<file path="src/rtl/byte_mem_arbiter.sv">
// Arbitrates a byte-wide memory between a read-only fetch port (I) and a load/store port (D),
// splitting each 32-bit word access into four big-endian byte beats.
module byte_mem_arbiter #(
    parameter int ADDR_W = 5,
    parameter bit FAIR   = 1'b1
) (
    input  logic              clk,
    input  logic              rst_n,
    input  logic              i_req,
    input  logic [ADDR_W-1:0] i_addr,
    output logic [31:0]       i_rdata,
    output logic              i_ack,
    input  logic              d_req,
    input  logic              d_we,
    input  logic [ADDR_W-1:0] d_addr,
    input  logic [31:0]       d_wdata,
    output logic [31:0]       d_rdata,
    output logic              d_ack,
    output logic              m_en,
    output logic              m_we,
    output logic [ADDR_W-1:0] m_addr,
    output logic [7:0]        m_wdata,
    input  logic [7:0]        m_rdata,
    output logic              busy
);

    typedef enum logic [1:0] {IDLE, XFER, DRAIN, DONE} state_t;

    state_t              state;
    logic [1:0]          beat;
    logic                grant_d;
    logic                last_d;
    logic                we_q;
    logic [ADDR_W-1:0]   addr_q;
    logic [31:0]         wdata_q;
    logic [23:0]         rbuf;

    logic                pick_d;
    logic [ADDR_W-1:0]   sel_addr;
    logic [31:0]         sel_wdata;

    // D wins when it is the only requester, under fixed priority, or when I was served last.
    assign pick_d    = d_req && (!i_req || !FAIR || !last_d);
    assign sel_addr  = pick_d ? d_addr : i_addr;
    assign sel_wdata = pick_d ? d_wdata : 32'h0;

    always_ff @(posedge clk or negedge rst_n) begin
        if (!rst_n) begin
            state   <= IDLE;
            beat    <= 2'd0;
            grant_d <= 1'b0;
            last_d  <= 1'b0;
            we_q    <= 1'b0;
            addr_q  <= '0;
            wdata_q <= 32'h0;
            rbuf    <= 24'h0;
            i_rdata <= 32'h0;
            i_ack   <= 1'b0;
            d_rdata <= 32'h0;
            d_ack   <= 1'b0;
            m_en    <= 1'b0;
            m_we    <= 1'b0;
            m_addr  <= '0;
            m_wdata <= 8'h0;
            busy    <= 1'b0;
        end else begin
            i_ack <= 1'b0;
            d_ack <= 1'b0;
            case (state)
                IDLE: begin
                    if (i_req || d_req) begin
                        grant_d <= pick_d;
                        we_q    <= pick_d && d_we;
                        addr_q  <= sel_addr;
                        wdata_q <= {sel_wdata[23:0], 8'h00};
                        beat    <= 2'd0;
                        m_en    <= 1'b1;
                        m_we    <= pick_d && d_we;
                        m_addr  <= sel_addr;
                        m_wdata <= sel_wdata[31:24];
                        busy    <= 1'b1;
                        state   <= XFER;
                    end
                end
                XFER: begin
                    // Read bytes arrive one cycle behind their beat; shift them in big-endian order.
                    if (!we_q && beat != 2'd0) begin
                        rbuf <= {rbuf[15:0], m_rdata};
                    end
                    if (beat == 2'd3) begin
                        m_en <= 1'b0;
                        m_we <= 1'b0;
                        if (we_q) begin
                            d_ack <= grant_d;
                            i_ack <= !grant_d;
                            state <= DONE;
                        end else begin
                            state <= DRAIN;
                        end
                    end else begin
                        beat    <= beat + 2'd1;
                        m_addr  <= addr_q + ADDR_W'(beat + 2'd1);
                        m_wdata <= wdata_q[31:24];
                        wdata_q <= {wdata_q[23:0], 8'h00};
                    end
                end
                DRAIN: begin
                    if (grant_d) begin
                        d_ack   <= 1'b1;
                        d_rdata <= {rbuf, m_rdata};
                    end else begin
                        i_ack   <= 1'b1;
                        i_rdata <= {rbuf, m_rdata};
                    end
                    state <= DONE;
                end
                DONE: begin
                    last_d <= grant_d;
                    busy   <= 1'b0;
                    state  <= IDLE;
                end
                default: state <= IDLE;
            endcase
        end
    end

endmodule
</file>
<file path="config.mk">
export PLATFORM = sky130hd
export DESIGN_NAME = byte_mem_arbiter
export DESIGN_NICKNAME = d
export VERILOG_FILES = /design/src/rtl/byte_mem_arbiter.sv
export SDC_FILE = /design/constraint.sdc
export NUM_CORES = 1
export LEC_CHECK = 0
export BUFFER_PORTS_ARGS = -buffer_cell sky130_fd_sc_hd__buf_2
export CAP_MARGIN = 40
export CORE_ASPECT_RATIO = 1.75
export CORE_MARGIN = 2
export CORE_UTILIZATION = 31
export CTS_CLUSTER_DIAMETER = 120
export DETAILED_ROUTE_END_ITERATION = 6
export GPL_TIMING_DRIVEN = 0
export SLEW_MARGIN = 10
export SYNTH_ARGS = -nofsm -noshare
export SYNTH_HDL_FRONTEND = slang
export SYNTH_SLANG_ARGS = --single-unit
</file>
<file path="constraint.sdc">
create_clock -name clk -period 2.5 [get_ports clk]
set_input_delay 0 -clock clk [delete_from_list [all_inputs] [get_ports clk]]
set_output_delay 0 -clock clk [all_outputs]
set_load 0.05 [all_outputs]
</file>
* Word level (Yosys, flattened, before mapping)
Cells that the tools add are included.
W data, S select, Z words.
** Word-level totals
- Flip-flop bits (word level) :: 150
- Input port bits :: 55
- Output and inout port bits :: 82
- Logic and storage cells :: 81
** Cells by class
- Add/subtract/negate cells :: 3
- Equality and inequality tests :: 7
- Multiplexer cells :: 32
- Bitwise operators :: 1
- Reductions and logical operators :: 21
** Operator list (count)
- $mux W32 :: 3
- $pmux W32 S2 :: 1
- $mux W8 :: 2
- $pmux W8 S2 :: 1
- $mux W5 :: 3
- $reduce_and A2 Y1 :: 6
- $mux W1 :: 10
- $pmux W1 S2 :: 5
- $pmux W5 S2 :: 1
- $mux W2 :: 4
- $pmux W2 S4 :: 1
- $eq A2 B2 Y1 const B :: 3
- $ne A2 B2 Y1 const B :: 3
- $reduce_and A3 Y1 :: 2
- $reduce_bool A2 Y1 :: 3
- $add A5 B3 Y5 :: 1
- $logic_not A1 Y1 :: 4
- $pmux W2 S2 :: 1
- $add A2 B1 Y3 const B :: 1
- $logic_and A1 B1 Y1 :: 3
- $add A2 B1 Y2 const B :: 1
- $eq A2 B1 Y1 const B :: 1
- $logic_not A2 Y1 :: 1
- $logic_or A1 B1 Y1 :: 2
- $not A1 Y1 :: 1

* Longest topological paths before layout
- Word-level depth :: 6
- Gate-level depth with buffers :: 8
- Depth with buffers taken out :: 7

* Worst setup path before layout
No wires, ideal clock.
- Kind :: reg-to-reg
- From :: register state[1]
- To :: register rbuf[10]
- Library setup time :: 0.128 ns
- Arrival time :: 1.782 ns
- Data required time :: 2.372 ns
- Slack :: 0.591 ns
- Cell stages (with the launch flop) :: 7
- Buffers on the path :: 2
- Clock period less this slack :: 1.909 ns
- Cell sequence :: dfrtp_1 -> inv_1 -> ha_1 -> buf_2 -> nor3b_2 -> buf_4 -> mux2_1
** On the way
- Longest elaborated chain between the ends :: 2
** Ends and longest elaborated chain
- start, declared :: line 29 : state_t state;
- start signal, assigned :: line 49 : state <= IDLE;
- start signal, assigned :: line 82 : state <= XFER;
- start signal, assigned :: line 96 : state <= DONE;
- $eq A2 B1 Y1 :: line 69 : case (state)
- $reduce_and A2 Y1 (no source line)
- end signal, assigned :: line 88 : rbuf <= {rbuf[15:0], m_rdata};
- end, declared :: line 36 : logic [23:0] rbuf;
No other way between the ends.
A chain may end at the register's enable or synchronous reset.

* Final worst setup path
- From :: register state[0]
- To :: register m_addr[2]
** On the way
- Longest elaborated chain between the ends :: 3
- Elaborated cells on any way between the ends :: 7
- Classes of those cells :: eq/ne: 3; mux: 1; reduce/logical: 3
** Ends and longest elaborated chain
- $eq A2 B1 Y1 / $logic_not A2 Y1 (equally long branches) :: line 69
- $ne A2 B2 Y1 (no source line) / $reduce_bool A2 Y1 (equally long branches)
- $reduce_and A3 Y1 (no source line)
- end signal, assigned :: line 79 : m_addr <= sel_addr;
- end signal, assigned :: line 102 : m_addr <= addr_q + ADDR_W'(beat + 2'd1);
- end, declared :: line 21 : output logic [ADDR_W-1:0] m_addr,
Several ways; a longest one is shown, not always the timed one.

==> metrics.txt <==
Layout Utilization 42.89%; initial antenna violation count 0; Worst Reg-to-Reg Cells 8; sequential share of the synthesized area 61.31%; antenna violation net count after detailed routing 0; HP Class input pin to flip-flop; largest net degree at the start of global routing 78; most common cell after layout, fill and taps aside buf_2; period utilization 90.87%; core area 18500 µm²; Final Hold Vio Count 0; R2R Setup Slk about 0.23 ns; status finished clean; clock slew at reported path FFs about 0.07 ns; Synth Area in XOR/XNOR less than 1%; Required @ worst endpoint around 2.8 ns; Num CTS Buffers 17; Synth Area in Compound Gates 8.009%; gr ovfl total 0; post-layout min period 2.272 ns; Final nets 693; capturing point of the worst reg2reg path m_addr[2]; Root Buffer clkbuf_16; Syn Inst Count 419; main combinational cell family by area after synthesis multiplexers; RSZ-0062 raised after global routing no; HPWL after detailed placement between 10000 and 15000 µm; H-tree depth 4; hold worst-path end m_addr[0]; area leader, netlist dfrtp_1; vias in the first global route ~4600; Seq cells post-synth 142; Synth Area in Adders 2.073%; dominant cells by area after synthesis dfrtp_1 (61%), mux2_2 (14%), mux2_1 (4.1%); crit end category flip-flop; setup violators final 0; total of max-cap violations 0; post-CTS setup buffer count 0; startpoint types flip-flop; Cell Area, Synth slightly below 6000 µm²; Hold Worst Slack 0.01984 ns; routability cong. 0.7879; multiplexer share of the synthesized area a little under a fifth; DR iter-0 viols 93; DIE AREA 19850 µm²; Rows 66; Vias/cell between 4 and 5; port bufs around 140; worst-margin pin slew around 0.75 ns; Yosys Warn Count 0; initial core utilization a little under a third; FMAX 440.2 MHz; Clock Skew approximately 0.011 ns; Netlist cell types 38; Reg-to-Reg Start state[0]; Data arrival, critical path 2.59 ns; syn_nets 483; Die X 107.4 µm; CP max FO 10; cell depth of the worst hold path 4; DIE HEIGHT 184.9 µm; clock latency on the worst-skew pair 0.42 ns; syn_area_per_cell 13.83 µm²; DRC 0; # diodes 0; Pre-antenna DRT Iters 4; Total Routing Usage GR between 10% and 20%; Post-Synth Simple-Gate Area 5.959%; Crit Path Category flip-flop to flip-flop; min-delay src d_addr[0]; slew margin rel. just over 50%; share of layout cells above drive strength 1 41.12%; first-pass GRT wire length 23270 µm; post-synth top area share 61.31%; Via Count 4175; pins over their slew limit 0; Ports 137; CTS tree built; Routed wire per std cell between 15 and 20 µm; most frequent cells in the layout buf_2 (147), dfrtp_1 (142), mux2_2 (71); clock sinks 142; Detailed Route WL 14330 µm; Area Growth Syn to Fin 36.90%; Max Root-Sink Buffers 2
## what timing repair did
action	CTS	global route
resized for setup	0	1
setup endpoints to repair	0	21
endpoints found under the hold margin	141	0
hold buffers	54	0
## stage by stage
| step | worst slack (ns) | cells | instance area, µm² | TNS, ns |
|---|---|---|---|---|
| after floorplan | 0.5909 | 419 | 5796 | 0 |
| after global placement | -0.4371 | 793 | 6774 | -60.26 |
| after detailed placement | 0.1050 | 794 | 6808 | 0 |
| after CTS | 0.06483 | 880 | 7928 | 0 |
| after global routing | 0.004118 | 880 | 7934 | 0 |
| final | 0.2284 | 880 | 7934 | 0 |
## state kept, by name, indices dropped and copies added, names as in the netlist
| register | flops |
|---|---|
| addr_q | 5 |
| beat | 2 |
| busy | 1 |
| d_ack | 1 |
| d_rdata | 32 |
| grant_d | 1 |
| i_ack | 1 |
| i_rdata | 32 |
| last_d | 1 |
| m_addr | 5 |
| m_en | 1 |
| m_wdata | 8 |
| m_we | 1 |
| rbuf | 24 |
| state | 2 |
| wdata_q | 24 |
| we_q | 1 |
## Yosys cell counts, drive strengths merged
master,number
nor3b,2
o21ai,15
a211oi,1
a22o,9
a21o,1
ha,8
and2,1
buf,21
mux2,92
xnor2,1
inv,8
a221oi,17
a211o,1
nand2b,2
nor2b,4
a32o,1
a21boi,2
a221o,7
xor2,2
and3,8
o211ai,2
clkbuf,5
nand2,16
a31o,1
or3,1
nand3b,1
dfrtp,142
mux2i,7
o22ai,1
nor2,38
fa,1
o21a,1
## routing by layer
| layer | GRT usage [%] | wire length, µm |
|---|---|---|
| met5 | 0 | 0 |
| met4 | 6.667 | 311 |
| met3 | 2.920 | 583 |
| met2 | 29.90 | 8261 |
| met1 | 15.02 | 5168 |
## worst max path at each step
stage	start	endpoint	slack [ns]	cells past startpoint
3_5_place_dp	state[1]	rbuf[13]	0.11	6
5_1_grt	state[0]	m_addr[2]	0.004	8
3_3_place_gp	rst_n	m_wdata[6]	-0.44	1
6_report	state[0]	m_addr[2]	0.23	8
4_1_cts	state[1]	rbuf[5]	0.06	6
2_1_floorplan	state[1]	rbuf[10]	0.59	6
## cell families after synthesis
logic type	after synthesis
flip-flops	142
multiplexers	99
AND/OR/NAND/NOR	73
AO/OA/AOI/OAI	59
buffers and inverters	34
adder cells (fa/ha/maj)	9
XOR/XNOR	3
## worst max-delay path: stages (launching register included)
cell,delay (ns)
dfrtp_1,0.42
inv_1,0.08
ha_1,0.28
nor3b_2,0.23
a211oi_2,0.33
buf_2,0.31
buf_2,0.27
o211ai_1,0.11
o21a_1,0.12
## cell type report
| type | instances | area (µm²) |
|---|---|---|
| Timing Repair Buffer | 191 | 1255 |
| Inverter | 8 | 30.03 |
| Clock buffer | 17 | 425.4 |
| Fill cell | 1745 | 10560 |
| Sequential cell | 142 | 3553 |
| Clock inverter | 15 | 153.9 |
| Tap cell | 238 | 297.8 |
| Buffer | 26 | 150.1 |
| Multi-Input combinational cell | 243 | 2068 |
Power is not shown: default switching activity piles up to over one toggle a cycle in this logic, so the estimate is an artifact.
